<file path="config.mk">
export PLATFORM = sky130hd
export DESIGN_NAME = vga_pixel_fetch
export DESIGN_NICKNAME = d
export VERILOG_FILES = /design/src/rtl/vga_pixel_fetch.sv
export SDC_FILE = /design/constraint.sdc
export NUM_CORES = 1
export LEC_CHECK = 0
export CAP_MARGIN = 20
export CORE_ASPECT_RATIO = 0.75
export CORE_MARGIN = 2
export CORE_UTILIZATION = 46
export CTS_CLUSTER_SIZE = 10
export DETAILED_ROUTE_END_ITERATION = 7
export GPL_ROUTABILITY_DRIVEN = 0
export PLACE_DENSITY = 0.75
export SYNTH_ARGS = -nofsm -noshare
export SYNTH_HDL_FRONTEND = slang
export SYNTH_SLANG_ARGS = --single-unit
export TNS_END_PERCENT = 50
</file>
<file path="constraint.sdc">
create_clock -name clock -period 3.15 [get_ports clock]
set_input_delay 0.7875 -clock clock [delete_from_list [all_inputs] [get_ports clock]]
set_output_delay 0.7875 -clock clock [all_outputs]
set_load 0.005 [all_outputs]
</file>
<file path="src/rtl/vga_pixel_fetch.sv">
// Display-port requester for the SRAM interface: paces vga_flag reads, buffers returned pixels
// in a small FIFO and serves them to the VGA output stage. Option macro: VGA_FETCH_REPEAT_EN.
module vga_pixel_fetch #(
  parameter int PIX_W        = 24,
  parameter int DEPTH        = 16,
  parameter int LOG_DEPTH    = 4,
  parameter int RD_LATENCY   = 3,
  parameter int FRAME_PIXELS = 307200,
  parameter int CNT_W        = 19
) (
  input  logic               clock,
  input  logic               reset,
  input  logic               frame_start,
  output logic               vga_flag,
  input  logic               done_vga,
  input  logic [PIX_W-1:0]   vga_pixel,
  input  logic               pix_req,
  output logic [PIX_W-1:0]   pix_out,
  output logic               pix_valid,
  output logic [LOG_DEPTH:0] fifo_level,
  output logic               underflow
);

  typedef enum logic [1:0] {IDLE, FETCH, DONE, FLUSH} state_e;

  localparam int                    FL_W       = $clog2(RD_LATENCY + 2);
  localparam logic [LOG_DEPTH+1:0]  DEPTH_X    = (LOG_DEPTH+2)'(DEPTH);
  localparam logic [LOG_DEPTH:0]    FULL_LVL   = (LOG_DEPTH+1)'(DEPTH);
  localparam logic [CNT_W-1:0]      FRAME_N    = CNT_W'(FRAME_PIXELS);
  localparam logic [CNT_W-1:0]      FRAME_LAST = CNT_W'(FRAME_PIXELS - 1);
  localparam logic [FL_W-1:0]       FL_LAST    = FL_W'(RD_LATENCY);

  state_e               state_q, state_d;
  logic [FL_W-1:0]      fl_cnt_q, fl_cnt_d;
  logic [LOG_DEPTH-1:0] wr_ptr_q, wr_ptr_d, rd_ptr_q, rd_ptr_d;
  logic [LOG_DEPTH:0]   level_q, level_d, outst_q, outst_d;
  logic [CNT_W-1:0]     req_cnt_q, req_cnt_d;
  logic [PIX_W-1:0]     pix_q, pix_d;
  logic                 pix_vld_q, pix_vld_d, unf_q, unf_d;
  logic [PIX_W-1:0]     mem_q [DEPTH];

  logic                 in_flush, wr_en, rd_en;
  logic [LOG_DEPTH+1:0] committed;

  // Reads still in flight are counted against free space so late returns always fit.
  assign in_flush  = (state_q == FLUSH);
  assign committed = {1'b0, level_q} + {1'b0, outst_q};
  assign vga_flag  = (state_q == FETCH) && (committed < DEPTH_X) && (req_cnt_q < FRAME_N);
  assign wr_en     = done_vga && !in_flush;
  assign rd_en     = pix_req && !in_flush && (level_q != '0);

  always_comb begin
    state_d   = state_q;
    fl_cnt_d  = fl_cnt_q;
    wr_ptr_d  = wr_ptr_q;
    rd_ptr_d  = rd_ptr_q;
    req_cnt_d = req_cnt_q;
    pix_d     = pix_q;
    pix_vld_d = pix_vld_q;
    unf_d     = unf_q;
    if (wr_en) wr_ptr_d = wr_ptr_q + LOG_DEPTH'(1);
    if (rd_en) rd_ptr_d = rd_ptr_q + LOG_DEPTH'(1);
    level_d = level_q + (LOG_DEPTH+1)'(wr_en) - (LOG_DEPTH+1)'(rd_en);
    outst_d = outst_q + (LOG_DEPTH+1)'(vga_flag)
                      - (LOG_DEPTH+1)'(wr_en && (outst_q != '0));
    if (vga_flag) req_cnt_d = req_cnt_q + CNT_W'(1);

    if (pix_req) begin
      if (rd_en) begin
        pix_d     = mem_q[rd_ptr_q];
        pix_vld_d = 1'b1;
      end else begin
`ifdef VGA_FETCH_REPEAT_EN
        pix_d     = pix_q;
`else
        pix_d     = '0;
`endif
        pix_vld_d = 1'b0;
        if (!in_flush) unf_d = 1'b1;
      end
    end

    case (state_q)
      IDLE, DONE: ;
      FETCH: if (vga_flag && (req_cnt_q == FRAME_LAST)) state_d = DONE;
      FLUSH: begin
        wr_ptr_d  = '0;
        rd_ptr_d  = '0;
        level_d   = '0;
        outst_d   = '0;
        req_cnt_d = '0;
        unf_d     = 1'b0;
        fl_cnt_d  = fl_cnt_q + FL_W'(1);
        if (fl_cnt_q == FL_LAST) state_d = FETCH;
      end
    endcase

    if (frame_start) begin
      state_d  = FLUSH;
      fl_cnt_d = '0;
      unf_d    = 1'b0;
    end
  end

  always_ff @(posedge clock or posedge reset) begin
    if (reset) begin
      state_q   <= IDLE;
      fl_cnt_q  <= '0;
      wr_ptr_q  <= '0;
      rd_ptr_q  <= '0;
      level_q   <= '0;
      outst_q   <= '0;
      req_cnt_q <= '0;
      pix_q     <= '0;
      pix_vld_q <= 1'b0;
      unf_q     <= 1'b0;
    end else begin
      state_q   <= state_d;
      fl_cnt_q  <= fl_cnt_d;
      wr_ptr_q  <= wr_ptr_d;
      rd_ptr_q  <= rd_ptr_d;
      level_q   <= level_d;
      outst_q   <= outst_d;
      req_cnt_q <= req_cnt_d;
      pix_q     <= pix_d;
      pix_vld_q <= pix_vld_d;
      unf_q     <= unf_d;
    end
  end

  always_ff @(posedge clock) begin
    if (wr_en) mem_q[wr_ptr_q] <= vga_pixel;
  end

  assign pix_out    = pix_q;
  assign pix_valid  = pix_vld_q;
  assign fifo_level = level_q;
  assign underflow  = unf_q;

  a_no_overflow: assert property (@(posedge clock) disable iff (reset)
    !(wr_en && (level_q == FULL_LVL) && !rd_en))
    else $error("vga_pixel_fetch: FIFO write while full");

endmodule

</file>
==> flow_summary.toml <==
[run_status]
status = "finished clean"

[power_and_ir_drop]
p_sw_w = 0.00247
power_frac_comb = 0.024
p_clk_frac = 0.440
p_leak_nw = 6.89
ir_worst_vdd_mv = 0.503
swShare = 0.202
power_density_nw_per_um2 = 576
p_seq_frac = 0.536
internal_power_w = 0.00974

[floorplan]
die_w_um = 232
core_um2 = 38300
ioPinCount = 61
fp-row-count = 62
initial_core_util = 0.467
dieArea_um2 = 40500
die_h_um = 175

[global_routing]
grt_pass1_vias = 9347
grt_max_degree = 47
overflow = 0
antenna_found_initial = 1
grt_usage = 0.195
grt_pass1_wl_mm = 58.6

[setup_path]
worstPathMaxFanout = 3
ff2ff_path_depth = 15
end_kind = "flop"
cp-start-kind = "flop"
crit_required_ns = 3.60
cp.arrival_ns = 3.34
critPathKind = "flop to flop"

[detailed_routing]
vias = 9322
drt_first_iter_violations = 1050
drtAntennaViolNets = 0
wl_mm = 38.9
dr.pass1.iters = 5
vias_per_cell = 5.81
drc = 0
wl_per_cell_um = 24.2

[sta]
slew_violations = 0
rsz0062_at_grt = "false"
skew_ns = 0.0161
final-setup-viol-count = 0
fin_crit_sh = 0.918
final_hold_viol_count = 0
worstMarginPinSlew_ns = 0.791
fin_tns_setup_ns = 0
min_period_ns = 2.89
relSlewSlack = 0.472
max_freq_ghz = 0.346

[final_layout]
drive_gt1_frac = 0.210
layout_commonest_cell = "edfxtp_1"
final_cell_mix = "edfxtp_1, mux4_2, dfrtp_1"
finalNetCount = 1106
fin_area_um2 = 21200
syn_to_final_growth_pct = 18.5

[placed_design]
placedInstanceArea_um2 = 19600
port_buffers = 60
dp_hpwl_mm = 22.3

[synthesis]
ys.flop_type = "edfxtp_1"
synthCells = 921
synth_nets = 976
async_flop_share = 0.150
ys_ff_latch = 452
synth_edf_count = 384
avgSynthCellArea_um2 = 19.4
synthDistinctLibCells = 47
yosysWarnings = 0
netlist_area_um2 = 17900
ys_seq_area_frac = 0.740

[worst_hold_path]
whs_path_depth = 1
holdCritPathClass = "flop to flop"

[cts]
clkLatencyLatePin_ns = 0.58
cts_max_level = 2
hold_buffers = 0
tritoncts = "yes"
clock_path_buffers = 3
clkTransAtPathRegs_ns = 0.06
cts_buffers = 51
root_buffer = "clkbuf_16"
cts.sinks = 452

[job]
drv_cap = 0
==> registers in the layout (all words and copies together) (netlist names) <==
name and flops:
fifo_level 5, fl_cnt_q 3, mem_q 384, outst_q 5, pix_out 24, pix_valid 1, rd_ptr_q 4, req_cnt_q 19
state_q 2, underflow 1, wr_ptr_q 4
==> Yosys cell counts (8+ instances only) <==
cell type,number,area share
nand2_1,18,0.0038
nor2_1,32,0.0067
ha_1,24,0.017
o221ai_1,24,0.012
mux4_2,96,0.12
a21oi_1,12,0.0034
nand4_1,11,0.0038
xor2_1,11,0.0054
a22oi_1,24,0.010
xnor2_1,8,0.0039
edfxtp_1,384,0.64
buf_2,16,0.0045
dfrtp_1,68,0.095
and2_1,22,0.0077
clkbuf_1,26,0.0055
mux2i_1,27,0.015
inv_1,46,0.0097
==> worst paths after layout <==
check	startpoint	endpoint	slack (ns)
worst min register to register	req_cnt_q[10]$_DFFE_PP0P_	req_cnt_q[10]$_DFFE_PP0P_	0.51
worst max register to register	fifo_level[2]$_DFF_PP0_	fifo_level[4]$_DFF_PP0_	0.26
worst min-delay path	req_cnt_q[10]$_DFFE_PP0P_	req_cnt_q[10]$_DFFE_PP0P_	0.51
worst max-delay path	fifo_level[2]$_DFF_PP0_	fifo_level[4]$_DFF_PP0_	0.26
max in group asynchronous	reset	pix_out[6]$_DFFE_PP0P_	1.80
min in group asynchronous	reset	pix_out[18]$_DFFE_PP0P_	0.63
==> through the flow <==
stage	hold WS [ns]	setup slack [ns]	power (W)	util	instances
after floorplan	0.474	0.273	0.00678	-	921
after global placement	0.495	0.0307	0.00694	0.512	1504
after detailed placement	0.513	-0.0000935	0.00695	0.512	1504
after CTS	0.520	0.00454	0.0123	0.552	1602
after global routing	0.527	0.0664	0.0126	0.553	1605
final	0.514	0.259	0.0122	0.553	1605
==> cell type report <==
| cell class | instances | area, µm² |
|---|---|---|
| Inverter | 46 | 174 |
| Sequential cell | 452 | 13200 |
| Fill cell | 2882 | 17100 |
| Clock inverter | 3 | 55.1 |
| Tap cell | 512 | 641 |
| Clock buffer | 91 | 1460 |
| Antenna cell | 1 | 2.50 |
| Timing Repair Buffer | 120 | 1290 |
| Multi-Input combinational cell | 380 | 4330 |
==> critical path, cell delays in order, from the launching register on <==
cell and delay [ns]:
dfrtp_1 0.38, buf_4 0.15, inv_1 0.08, ha_1 0.17
or4b_1 0.46, nand3_1 0.13, inv_1 0.05, ha_1 0.26
inv_1 0.04, ha_1 0.19, fa_2 0.37, a21oi_2 0.14
nor2_1 0.04, nor2_1 0.11, xnor2_1 0.13, nor2_1 0.05
==> per-layer routing <==
layer | vias up | GRT usage | routed length [µm] | share of wire
met2 | 368 | 0.298 | 18200 | 0.47
met1 | 4895 | 0.289 | 17100 | 0.44
met5 | - | 0 | 0 | 0
met3 | 66 | 0.0398 | 2900 | 0.075
met4 | 0 | 0.0526 | 745 | 0.019
li1 | 3993 | - | - | -
==> logic make-up after synthesis <==
group,synth area share
AOI/OAI and AO/OA,0.0363
DFF,0.740
and+or+nand+nor,0.0399
buffers and inverters,0.0198
adders and majority gates,0.0190
xor gates and xnor gates,0.00930
muxes,0.136
==> timing repair <==
item,CTS,global route
setup endpoints to repair,1,2
pin swaps,0,2
resized for setup,3,3
buffers inserted,4,2
==> power by group through the flow <==
stage	Sequential (W)	Combinational (W)	Clock, W
final	0.00654	0.000296	0.00537
after CTS	0.00654	0.000292	0.00545
after floorplan	0.00666	0.000118	0
after detailed placement	0.00666	0.000291	0
after global routing	0.00654	0.000328	0.00572
after global placement	0.00666	0.000279	0
(Power assumes the default switching activity.)
